[src/rtl/serial_subtractor.sv]
// serial_subtractor
//   Bit-serial subtractor. It computes diff = a - b - bin one bit per clock,
//   LSB first, using a single full-subtractor cell and a registered borrow.
//   Operands are taken on a start handshake, and the result is held on a
//   done handshake.
//
//   Handshake rule (both sides): a transfer happens on a rising clk edge
//   where valid and ready are both 1. Valid never depends on ready in the
//   same cycle.
//     start_valid/start_ready : the producer offers a_in/b_in/bin. Ready is
//                               high only in IDLE.
//     done_valid/done_ready   : the consumer takes diff/bout. Valid is high
//                               only in DONE.
//
// Ports
//   clk, rst_n        rising-edge clock, async active-low reset
//   start_valid/ready operand handshake
//   a_in, b_in, bin   minuend, subtrahend, borrow-in (sampled at accept only)
//   diff, bout        result (a-b-bin) mod 2^WIDTH, and borrow-out
//   done_valid/ready  result handshake
//   busy              high in SHIFT or DONE
//   dbg_state         current FSM state (0 IDLE, 1 SHIFT, 2 DONE)
module serial_subtractor #(
  parameter int WIDTH = 8
) (
  input  logic             clk,
  input  logic             rst_n,
  input  logic             start_valid,
  output logic             start_ready,
  input  logic [WIDTH-1:0] a_in,
  input  logic [WIDTH-1:0] b_in,
  input  logic             bin,
  output logic [WIDTH-1:0] diff,
  output logic             bout,
  output logic             done_valid,
  input  logic             done_ready,
  output logic             busy,
  output logic [1:0]       dbg_state
);

  localparam int CW = $clog2(WIDTH + 1);
  localparam logic [CW-1:0] LAST = CW'(WIDTH - 1);

  typedef enum logic [1:0] {
    S_IDLE  = 2'd0,
    S_SHIFT = 2'd1,
    S_DONE  = 2'd2
  } state_e;

  state_e          state_q;
  logic [WIDTH-1:0] a_q, b_q, diff_q;
  logic            borrow_q, bout_q;
  logic [CW-1:0]   cnt_q;

  logic            a0, b0, d_bit, borrow_d;
  logic [WIDTH-1:0] diff_d;

  // Full-subtractor cell on the current LSBs, plus the next diff register
  // value with the new bit entering at the MSB.
  always_comb begin
    a0       = a_q[0];
    b0       = b_q[0];
    d_bit    = a0 ^ b0 ^ borrow_q;
    borrow_d = (~a0 & b0) | (~(a0 ^ b0) & borrow_q);
    diff_d   = diff_q >> 1;
    diff_d[WIDTH-1] = d_bit;
  end

  always_ff @(posedge clk or negedge rst_n) begin
    if (!rst_n) begin
      state_q  <= S_IDLE;
      a_q      <= '0;
      b_q      <= '0;
      diff_q   <= '0;
      borrow_q <= 1'b0;
      bout_q   <= 1'b0;
      cnt_q    <= '0;
    end else begin
      case (state_q)
        S_IDLE: begin
          if (start_valid) begin
            a_q      <= a_in;
            b_q      <= b_in;
            borrow_q <= bin;
            cnt_q    <= '0;
            state_q  <= S_SHIFT;
          end
        end
        S_SHIFT: begin
          a_q      <= a_q >> 1;
          b_q      <= b_q >> 1;
          diff_q   <= diff_d;
          borrow_q <= borrow_d;
          cnt_q    <= cnt_q + CW'(1);
          // The last bit position produces the final borrow-out.
          if (cnt_q == LAST) begin
            bout_q  <= borrow_d;
            state_q <= S_DONE;
          end
        end
        S_DONE: begin
          // diff/bout are left untouched on leaving; only done_valid drops.
          if (done_ready) state_q <= S_IDLE;
        end
        default: state_q <= S_IDLE;
      endcase
    end
  end

  assign start_ready = (state_q == S_IDLE);
  assign done_valid  = (state_q == S_DONE);
  assign busy        = (state_q != S_IDLE);
  assign diff        = diff_q;
  assign bout        = bout_q;
  assign dbg_state   = state_q;

endmodule

[config.mk]
export PLATFORM = sky130hd
export DESIGN_NAME = serial_subtractor
export DESIGN_NICKNAME = d
export VERILOG_FILES = /design/src/rtl/serial_subtractor.sv
export SDC_FILE = /design/constraint.sdc
export NUM_CORES = 1
export LEC_CHECK = 0
export CELL_PAD_IN_SITES_DETAIL_PLACEMENT = 0
export CELL_PAD_IN_SITES_GLOBAL_PLACEMENT = 1
export CORE_ASPECT_RATIO = 0.9
export CORE_UTILIZATION = 37
export DETAILED_ROUTE_END_ITERATION = 16
export GPL_TIMING_DRIVEN = 0
export PLACE_DENSITY_LB_ADDON = 0.1
export RECOVER_POWER = 50
export SYNTH_ARGS = -nofsm -noshare
export SYNTH_HDL_FRONTEND = slang
export SYNTH_SLANG_ARGS = --single-unit
export TNS_END_PERCENT = 100
[constraint.sdc]
create_clock -name clk -period 1.4 [get_ports clk]
set_input_delay 0.14 -clock clk [delete_from_list [all_inputs] [get_ports clk]]
set_output_delay 0.14 -clock clk [all_outputs]
set_load 0.05 [all_outputs]
Yosys cells after proc, flatten, opt, wreduce, memory -nomap -nowiden
Index checks and enable logic that the tools add are counted.
{ "word_totals": {"reg_bits": 32, "inputBits": 21, "out_inout_bits": 14, "word_cells": 39} }
{ "classes": {"n_addsub": 1, "n_eq_ne": 6, "n_mux": 12, "bitwise_logic": 7, "n_reduce_logical": 6} }
{ "ops": {"columns": ["operator", "n"], "rows": [
  ["one-hot mux 8 bit (2 select lines)", 2],
  ["two-way mux 8 bit", 2],
  ["one-hot mux 4 bit (2 select lines)", 1],
  ["two-way mux 2 bit", 3],
  ["one-hot mux 2 bit (3 select lines)", 1],
  ["adder 4 x 1 -> 4 bit, second input constant", 1],
  ["equality test 4 x 3 -> 1 bit, second input constant", 1],
  ["two-way mux 4 bit", 1],
  ["inequality test 2 bit, second input constant", 2],
  ["AND reduction 2 bit", 2],
  ["nonzero test 2 bit", 2],
  ["AND reduction 3 bit", 1],
  ["AND 1 bit", 2],
  ["equality test 2 x 1 -> 1 bit, second input constant", 1],
  ["equality test 2 bit, second input constant", 1],
  ["logical NOT 2 bit", 1],
  ["inequality test 2 x 1 -> 1 bit, second input constant", 1],
  ["NOT 1 bit", 2],
  ["one-hot mux 1 bit (2 select lines)", 1],
  ["bitwise XOR 1 bit", 2],
  ["two-way mux 1 bit", 1],
  ["OR 1 bit", 1]
]} }

Depth between registers and ports, before layout
Gate-level depths: netlist (run 1).
{ "logic_depth": {"ltp_word": 5, "depth_mapped": 5, "depth_no_buf": 4} }

Worst setup path before layout (run 1)
Ideal clock, no wire load.
{ "synth_timing": {"path_type": "register to output", "from": "reg state_q[0] (netlist: dbg_state[0])", "to": "out busy", "arrival_time_ps": 1989, "required_time_ps": 1260, "setup_slack_ps": -729, "path_stages_with_launch": 4, "n_path_buf": 1, "path_cell_list": "dfrtp_1 -> buf_2 -> nor2_1 -> inv_1"} }
{ "synth_via": {"elab_chain_len": 1} }
{ "synth_rtl": {"columns": ["element", "line_no", "rtl"], "rows": [
  ["start, declared", "50", "state_e state_q;"],
  ["start signal, assigned", "71", "state_q <= S_IDLE;"],
  ["start signal, assigned", "86", "state_q <= S_SHIFT;"],
  ["start signal, assigned", "98", "state_q <= S_DONE;"],
  ["nonzero test 2 bit", "112", "assign busy = (state_q != S_IDLE);"],
  ["end, declared", "37", "output logic busy,"]
]} }
Every way passes these cells.

Worst setup path in the final report (run 1)
Same ends and word-level chain as after synthesis.

==> reports/metrics.cfg, run 1 <==
[route]
routed-via-count = 1284
viasPerCell = 5.20
wire_per_inst_um = 14.4
routed_wl_mm = 3.55
drt_pre_antenna_iters = 4
ant_nets = 0
post-route-drc-count = 0
drtIter0Drc = 29

[sta]
worstMarginPinSlew_ns = 0.819
fin_crit_ns = 1.49
period_share_pct = 106
skew_ns = 0.00933
max_slew_margin_pct = 45.4
hold_viol_final = 0
setup_violations = 11
max_freq_ghz = 0.673
drv_slew = 0
fin_ws_ns = -0.0852
rsz0062_at_grt = true

[floorplanning]
die_x_um = 68.5
fp-row-count = 21
initial_utilization_pct = 39.2
core_area_um2 = 3760
die-area_um2 = 4240
fp.dieH_um = 61.9
io_pins = 35

[finish]
num_antenna_cells = 0
fill_cells = 325
area_delta_synth_final_pct = 46.6
drive_gt1_share_pct = 27.4
finalNetCount = 223
finish.utilization_pct = 57.4

[synthesis]
yosys_warnings = 0
synth.distinct_cells = 27
synth-seq-cells = 32
synthesis.area_um2 = 1470
synth_fp_nets = 171
synth_edf_count = 0
netlist_instances = 148
yosys_most_used_dff = dfrtp_1
yosysSeqAreaShare_pct = 54.4
synthArstFlopShare_pct = 100
syn_area_per_cell_um2 = 9.95

[critical_path]
critical_path_peak_fanout = 4
crit_path_start_kind = flip-flop
cp.required_ns = 1.26
timing_worst_setup_path_type = reg2out
crit_path_end_kind = output port
crit_arrival_ns = 1.35

[min_path]
min-delay-path-class = in2reg

[run_status]
violations = negative setup slack
status = finished, violations left

[place]
place_congestion = 0.741
io_buffers = 33
dp_slack_ns = -0.544
hpwl_mm = 2.33

[grt]
grt_pass1_wl_mm = 5.28
grt_pass1_vias = 1127
grt_max_degree = 33
antenna_found_initial = 0
track_usage_pct = 18.0
grt-ovfl-total = 0

[cts]
cts_made_buffers = 5
cts_root_buffer = clkbuf_8
cts_tree = done
clock_latency_ns = 0.28
clock-sinks = 32
clock_path_buffers = 2
path_clk_slew_ns = 0.07
htreeDepth = 2

[power_and_ir_drop]
power.density_nw_per_um2 = 2150
ir_drop_v = 0.00109
power_leakage_nw = 1.01

[run]
maxCapViolations = 0

==> final timing paths <==
check | from | to | slack [ns] | cells past startpoint
worst max-delay path | dbg_state[0] | busy | -0.09 | 5
worst min-delay path | start_valid | b_q[7] | 0.22 | 2
worst max register to register | dbg_state[0] | cnt_q[3] | -0.05 | 7
worst min register to register | diff[0] | diff[0] | 0.48 | 2
max in group asynchronous | rst_n | dbg_state[0] | 0.37 | 2
min in group asynchronous | rst_n | diff[6] | 0.47 | 2
==> layer usage <==
layer	share of wire, %	vias to the layer above	routed length (µm)	GRT usage, %
met2	49	38	1740	30.4
met1	45	626	1590	21.2
li1	-	611	-	-
met4	2.3	0	82	8.93
met3	3.9	9	139	4.93
met5	0	-	0	0
==> critical path: stages, from the launching register on <==
cell	delay, ns
dfrtp_2	0.41
buf_6	0.12
buf_6	0.12
nor2_4	0.14
clkinvlp_4	0.11
buf_8	0.15
==> metrics by stage <==
step                      cell area, µm²  hold WS, ns  power (mW)  instances  TNS, ns
final                               2160        0.217        4.63        247   -0.332
after global routing                2160        0.227        4.95        247    -1.20
after CTS                           2040        0.207        4.46        241   -0.332
after detailed placement            1880        0.246        3.66        227    -1.08
after global placement              1880        0.460        3.58        227   -14.99
after floorplan                     1500       -0.156        2.98        148   -0.158
==> layout make-up <==
type | instances | area [µm²] | share of cell area (%)
clock buffers | 6 | 82.6 | 3.83
repair buffers | 45 | 424 | 19.7
inverters | 5 | 26.3 | 1.22
flip-flops and latches | 32 | 803 | 37.2
multi-input cells | 101 | 652 | 30.2
clock inverters | 2 | 10.0 | 0.464
plain buffers | 10 | 103 | 4.75
well taps | 46 | 57.6 | 2.67
==> flip-flops by register name (all words and copies together) (netlist names) <==
| name | flops |
|---|---|
| a_q | 8 |
| b_q | 8 |
| borrow_q | 1 |
| bout | 1 |
| cnt_q | 4 |
| dbg_state | 2 |
| diff | 8 |
==> power breakdown <==
part | switching (mW) | internal, mW | total [mW]
Combinational | 1.38 | 0.988 | 2.37
Sequential | 0.253 | 1.28 | 1.54
Clock | 0.336 | 0.392 | 0.728
==> layout by cell type, fill, tap and decap left out, drive strengths merged, types with 3 or more instances in the layout <==
cell,synthesis,routed
buf,9,23
a2bb2oi,3,3
nand2,39,39
a22oi,13,13
nor2b,4,4
clkbuf,1,8
dlygate4sd2,0,10
clkdlybuf4s50,0,18
dfrtp,32,32
inv,5,3
o21ai,18,18
a21oi,5,5
==> synth_stat cells, drive strengths merged (3+ instances only) <==
library cell / n / area share [%]
a21oi: 5 / 1.7
a22oi: 13 / 6.6
a2bb2oi: 3 / 1.8
buf: 9 / 4.4
dfrtp: 32 / 54
inv: 5 / 1.3
nand2: 39 / 9.9
nor2b: 4 / 1.7
o21ai: 18 / 6.1
==> timing repair <==
| item | 4_1_cts | 5_1_grt |
|---|---|---|
| hold endpoints to repair | 32 | 0 |
| pin swaps | 8 | 2 |
| hold buffers | 1 | 0 |
| cloned | 0 | 2 |
| gates resized for setup | 50 | 28 |
| setup buffers | 5 | 4 |
| setup endpoints to repair | 14 | 21 |
==> cells by family after synthesis <==
family          share of synthesized area, %
fa+ha+maj                               2.21
compound gates                          20.0
simple gates                            16.1
mux                                     1.44
flops                                   54.4
buf+inv                                 5.95
(Power assumes the default switching activity.)
==> run 2, diff against run 1 <==
- ABC_CLOCK_PERIOD_IN_PS: default -> 1400
- CORE_MARGIN: default -> 4
- SETUP_SLACK_MARGIN: default -> 0.4
==> reports/metrics.cfg, run 2 (same netlist as run 1, synthesis figures left out) <==
[power_and_ir_drop]
swShare_pct = 41.0  ; -1.5 points
p_seq_share_pct = 29.1  ; -4.1 points
p_sw_mw = 2.19  ; +11%
power_leakage_nw = 1.11  ; +9.8%
total_power_mw = 5.34  ; +15%
ir_drop_v = 0.000950  ; -13%
power_frac_clock_pct = 13.4  ; -2.3 points
combinationalPowerShare_pct = 57.6  ; +6.5 points
internal_power_mw = 3.15  ; +18%
power.density_nw_per_um2 = 2200  ; +2.5%

[sta]
drv_slew = 0  ; unchanged
period_share_pct = 102  ; -4.4 points
fin_crit_ns = 1.42  ; -0.0613 ns
max_freq_ghz = 0.702  ; +4.3%
max_slew_margin_pct = 46.5  ; +1.1 points
finalSetupTns_ns = -0.0305  ; +0.302 ns
worstMarginPinSlew_ns = 0.802  ; -0.0166 ns
hold_viol_final = 32  ; +32
rsz0062_at_grt = true
fin_hold_ws_ns = -0.0676  ; -0.285 ns
fin_ws_ns = -0.0239  ; +0.0613 ns
skew_ns = 0.00819  ; -0.00114 ns
setup_violations = 2  ; -9

[run_status]
violations = negative hold slack, negative setup slack
status = finished, violations left

[route]
wire_per_inst_um = 15.2  ; +5.9%
ant_nets = 0  ; unchanged
routed-via-count = 1329  ; +3.5%
viasPerCell = 5.05  ; -2.8%
routed_wl_mm = 4.00  ; +13%
drt_pre_antenna_iters = 4  ; unchanged
post-route-drc-count = 0  ; unchanged
drtIter0Drc = 34  ; +17%

[grt]
grt_max_degree = 33  ; unchanged
grt_pass1_wl_mm = 6.56  ; +24%
antenna_found_initial = 0  ; unchanged
track_usage_pct = 17.7  ; -0.31 points
grt-ovfl-total = 0  ; unchanged
grt_pass1_vias = 1399  ; +24%

[place]
hpwl_mm = 2.45  ; +5.1%
place_congestion = 0.778  ; +5.0%
io_buffers = 33  ; unchanged

[critical_path]
cp.required_ns = 1.26  ; about the same
critPathLaunch = dbg_state[0]
crit_path_end_kind = output port
critPathCapture = done_valid
timing.rr.start = dbg_state[0]
crit_arrival_ns = 1.28  ; -0.07 ns
r2r_cells = 6  ; -1
reg2reg_slack_ns = 0.04  ; +0.09 ns
r2r_end = b_q[0]
crit_path_start_kind = flip-flop
critical_path_peak_fanout = 4  ; unchanged
timing_worst_setup_path_type = reg2out

[floorplanning]
fp-row-count = 21  ; unchanged
die_x_um = 74.5  ; +8.8%
initial_utilization_pct = 38.9  ; -0.27 points
fp.dieH_um = 67.9  ; +9.7%
die-area_um2 = 5050  ; +19%
core_area_um2 = 3780  ; +0.70%
io_pins = 35  ; unchanged

[finish]
area_delta_synth_final_pct = 64.7
mostFrequentLayoutCell = dfrtp_1
final_cell_mix = 30 x dfrtp_1, 29 x nand2_1, 24 x buf_6
finish.utilization_pct = 64.1  ; +6.7 points
drive_gt1_share_pct = 46.1  ; +19 points
finalNetCount = 239  ; +7.2%
num_antenna_cells = 0  ; unchanged

[cts]
clock_latency_ns = 0.28  ; about the same
htreeDepth = 2  ; unchanged
cts_made_buffers = 5  ; unchanged
clock_path_buffers = 2  ; unchanged
clock-sinks = 32  ; unchanged
cts_root_buffer = clkbuf_8
cts_tree = done
path_clk_slew_ns = 0.07  ; about the same

[run]
maxCapViolations = 0  ; unchanged

[min_path]
min-delay-path-class = in2async

-- run 2: cell count changes in the layout (fill, tap and decap cells not counted), moves of 5 or more --
| cell | change |
|---|---|
| a22oi_2 | +8 |
| o21ai_0 | -5 |
| buf_4 | +5 |
| buf_6 | +15 |
| nand2_1 | -5 |
| o21ai_1 | +7 |
| a22oi_1 | -8 |
| dlygate4sd2_1 | -10 |
-- run 2: final cells by class --
cell class / count / area, µm²
Fill cell: 302 / 1360
Sequential cell: 32 / 803
Multi-Input combinational cell: 101 / 738
Timing Repair Buffer: 61 / 591
Buffer: 10 / 120
Clock buffer: 8 / 90.1
Tap cell: 46 / 57.6
Inverter: 5 / 26.3
-- run 2: power groups by stage --
| stage | Sequential [mW] | Combinational (mW) | Clock [mW] |
|---|---|---|---|
| after detailed placement | 1.55 | 2.18 | 0 |
| after floorplan | 1.97 | 1.08 | 0 |
| after global placement | 1.52 | 2.12 | 0 |
| after global routing | 1.59 | 3.30 | 0.785 |
| after CTS | 1.56 | 2.79 | 0.738 |
| final | 1.55 | 3.07 | 0.715 |
-- run 2: stage by stage --
stage	instances	worst slack (ns)	hold slack, ns	instance area [µm²]
6_report	263	-0.0239	-0.0676	2430
3_3_place_gp	227	-0.533	0.458	1900
5_1_grt	263	-0.0771	0.00750	2430
4_1_cts	252	-0.0226	-0.0712	2270
2_1_floorplan	148	-0.130	-0.156	1510
3_5_place_dp	227	-0.551	0.233	1900
-- run 2: critical path, cell delays in order (launching register included) --
cell	delay [ns]
dfrtp_2	0.41
buf_6	0.14
buf_8	0.11
nand2b_4	0.14
clkinvlp_4	0.07
buf_8	0.13
-- run 2: what timing repair did --
action                     CTS  global route
gates cloned                 4             0
hold endpoints to repair    32            32
pin swaps                   13            19
buffers inserted            13            11
setup endpoints to repair   46            46
resized for setup          142            31
-- run 2: how the worst min path moves through the flow --
| stage | to | cells past startpoint | slack (ns) | startpoint |
|---|---|---|---|---|
| finish | diff[1] | 1 | -0.07 | rst_n |
| global route | diff[1] | 1 | 0.007 | rst_n |
| CTS | diff[0] | 1 | -0.07 | rst_n |
| detailed placement | diff[0] | 1 | 0.23 | rst_n |
| global placement | diff[0] | 2 | 0.46 | diff[0] |
| floorplan | a_q[0] | 0 | -0.16 | rst_n |
-- run 2: per-layer routing --
| metal | vias to the layer above | GRT usage (%) | part of all wire (%) | routed length (µm) |
|---|---|---|---|---|
| met2 | 35 | 31.3 | 49 | 1970 |
| li1 | 641 | - | - | - |
| met4 | 0 | 6.67 | 2.4 | 97 |
| met5 | - | 0 | 0 | 0 |
| met3 | 11 | 5.58 | 5.4 | 215 |
| met1 | 642 | 20.0 | 43 | 1720 |
==> run 3, diff against run 2 <==
- ABC_CLOCK_PERIOD_IN_PS: 1400 -> 1800
- CAP_MARGIN: default -> 25
- CORE_ASPECT_RATIO: 0.9 -> default
- CORE_UTILIZATION: 37 -> 40
- clock period: 1.4 -> 1.8 ns (I/O delays scaled with it)
==> reports/metrics.cfg, run 3 (same netlist as run 1, synthesis figures left out) <==
[route]
wl_met1_mm = 1.58  ; -8.0%
dr_wl_met3_um = 194  ; -9.8%
routed-wl-met2_mm = 1.75  ; -11%
drt_pre_antenna_iters = 4  ; unchanged
viasPerCell = 5.24  ; +3.7%
wire_per_inst_um = 14.5  ; -4.7%
routed-via-count = 1294  ; -2.6%
post-route-drc-count = 0  ; unchanged
top_layer = met4
drtIter0Drc = 59  ; +74%
routed_wl_mm = 3.58  ; -11%
ant_nets = 0  ; unchanged

[critical_path]
critPathLaunch = dbg_state[0]
timing_worst_setup_path_type = reg2reg
critPathCapture = b_q[6]
cpMaxStageDelayCell = dfrtp_2
r2r_end = b_q[6]
r2r_cells = 6  ; unchanged
crit_chain = buf_8 > buf_4 > buf_4 > clkbuf_1 > a22oi_1 > o21ai_0
timing.rr.start = dbg_state[0]
critical_path.most_common_cell = buf_4
crit_path_end_kind = flip-flop
reg2reg_slack_ns = 0.32  ; +0.28 ns
critical_path_peak_fanout = 10  ; +6
crit_path_start_kind = flip-flop
cp_slowest_stage_delay_ns = 0.41  ; about the same
crit_arrival_ns = 1.63  ; +0.35 ns
cp.required_ns = 1.95  ; +0.69 ns

[grt]
grt_pass1_vias = 1263  ; -9.7%
grt_pass1_wl_mm = 5.93  ; -9.6%
grt-ovfl-total = 0  ; unchanged
antenna_found_initial = 0  ; unchanged
grt_max_degree = 33  ; unchanged
track_usage_pct = 17.1  ; -0.63 points

[place]
place_congestion = 0.808  ; +3.8%
dp_slack_ns = -0.180  ; +0.371 ns
dp_cells = 227  ; unchanged
io_buffers = 33  ; unchanged
hpwl_mm = 2.43  ; -0.85%
post_dp_cell_area_um2 = 1880  ; -0.86%

[finish]
stdcell_area_um2 = 2090  ; -14%
drive_gt1_share_pct = 18.4  ; -28 points
finish.utilization_pct = 60.8  ; -3.3 points
area_delta_synth_final_pct = 42.1
finalNetCount = 223  ; -6.7%
final_cell_mix = 39 x nand2_1, 30 x dfrtp_1, 18 x clkdlybuf4s50_1
mostFrequentLayoutCell = nand2_1
instances_no_fill = 247  ; -6.1%
num_antenna_cells = 0  ; unchanged

[sta]
rsz0062_at_grt = true
drv_slew = 0  ; unchanged
hold_viol_final = 0  ; -100%
fin_hold_ws_ns = 0.276  ; +0.344 ns
fin_ws_ns = 0.318  ; +0.342 ns
skew_ns = 0.00550  ; -0.00270 ns
max_slew_margin_pct = 46.5  ; about the same
max_freq_ghz = 0.675
fin_crit_ns = 1.48
period_share_pct = 82.3
setup_violations = 0  ; -2
worstMarginPinSlew_ns = 0.803  ; +0.000593 ns

[cts]
htreeDepth = 2  ; unchanged
clock-sinks = 32  ; unchanged
path_clk_slew_ns = 0.07  ; about the same
cts_root_buffer = clkbuf_8
clock_path_buffers = 2  ; unchanged
cts_made_buffers = 5  ; unchanged
cts_tree = done
clock_latency_ns = 0.28  ; about the same

[run_status]
status = complete, no violations

[power_and_ir_drop]
power.density_nw_per_um2 = 1700  ; -23%
ir_drop_v = 0.000729  ; -23%
power_leakage_nw = 0.967  ; -13%

[min_path]
min-delay-path-class = in2reg
hold_start = start_valid

[floorplanning]
fp-row-count = 21  ; unchanged
initial_utilization_pct = 42.8  ; +3.9 points
die_x_um = 68.7  ; -7.8%
core_area_um2 = 3440  ; -9.0%
fp.dieH_um = 68.7  ; +1.2%
die-area_um2 = 4720  ; -6.7%
io_pins = 35  ; unchanged

[run]
maxCapViolations = 0  ; unchanged

-- run 3: worst min path at each step --
| stage | cells after the start | end | slack [ns] |
|---|---|---|---|
| floorplan | 0 | a_q[0] | -0.12 |
| global placement | 2 | diff[0] | 0.46 |
| detailed placement | 1 | bout | 0.27 |
| CTS | 2 | b_q[7] | 0.27 |
| global route | 2 | b_q[7] | 0.27 |
| finish | 2 | b_q[7] | 0.28 |
-- run 3: stage by stage --
| step | setup TNS, ns | total power [mW] |
|---|---|---|
| finish | 0 | 3.55 |
| global route | 0 | 3.79 |
| CTS | 0 | 3.49 |
| detailed placement | -0.180 | 2.84 |
| global placement | -2.53 | 2.80 |
| floorplan | 0 | 2.32 |
-- run 3: power by group --
part / total (mW) / switching [mW] / internal, mW
registers: 1.18 / 0.185 / 0.999
logic: 1.70 / 1.03 / 0.674
clock network: 0.667 / 0.256 / 0.410
total: 3.55 / 1.47 / 2.08
-- run 3: final cells by class --
| class | count | area [µm²] |
|---|---|---|
| Clock inverter | 2 | 35.0 |
| Multi-Input combinational cell | 101 | 599 |
| Clock buffer | 6 | 72.6 |
| Fill cell | 313 | 1350 |
| Timing Repair Buffer | 45 | 423 |
| Inverter | 5 | 26.3 |
| Buffer | 10 | 76.3 |
| Sequential cell | 32 | 803 |
| Tap cell | 46 | 57.6 |
-- run 3: per-layer routing --
metal	vias up	global-route usage (%)
li1	612	-
met1	637	21.6
met2	37	27.7
met3	8	4.54
met4	0	6.70
met5	-	0
-- run 3: worst max-delay path: cells and delay by family (launching register included) --
family | cells | cell delay [ns]
buffers and inverters | 4 | 0.61
flip-flops | 1 | 0.41
AO/OA/AOI/OAI | 2 | 0.32
-- run 3: repair_timing --
| action | CTS | global route |
|---|---|---|
| setup endpoints to repair | 14 | 7 |
| hold buffers | 1 | 0 |
| setup buffers | 4 | 7 |
| gates resized for setup | 33 | 12 |
| hold endpoints to repair | 32 | 0 |
| pin swaps | 1 | 1 |
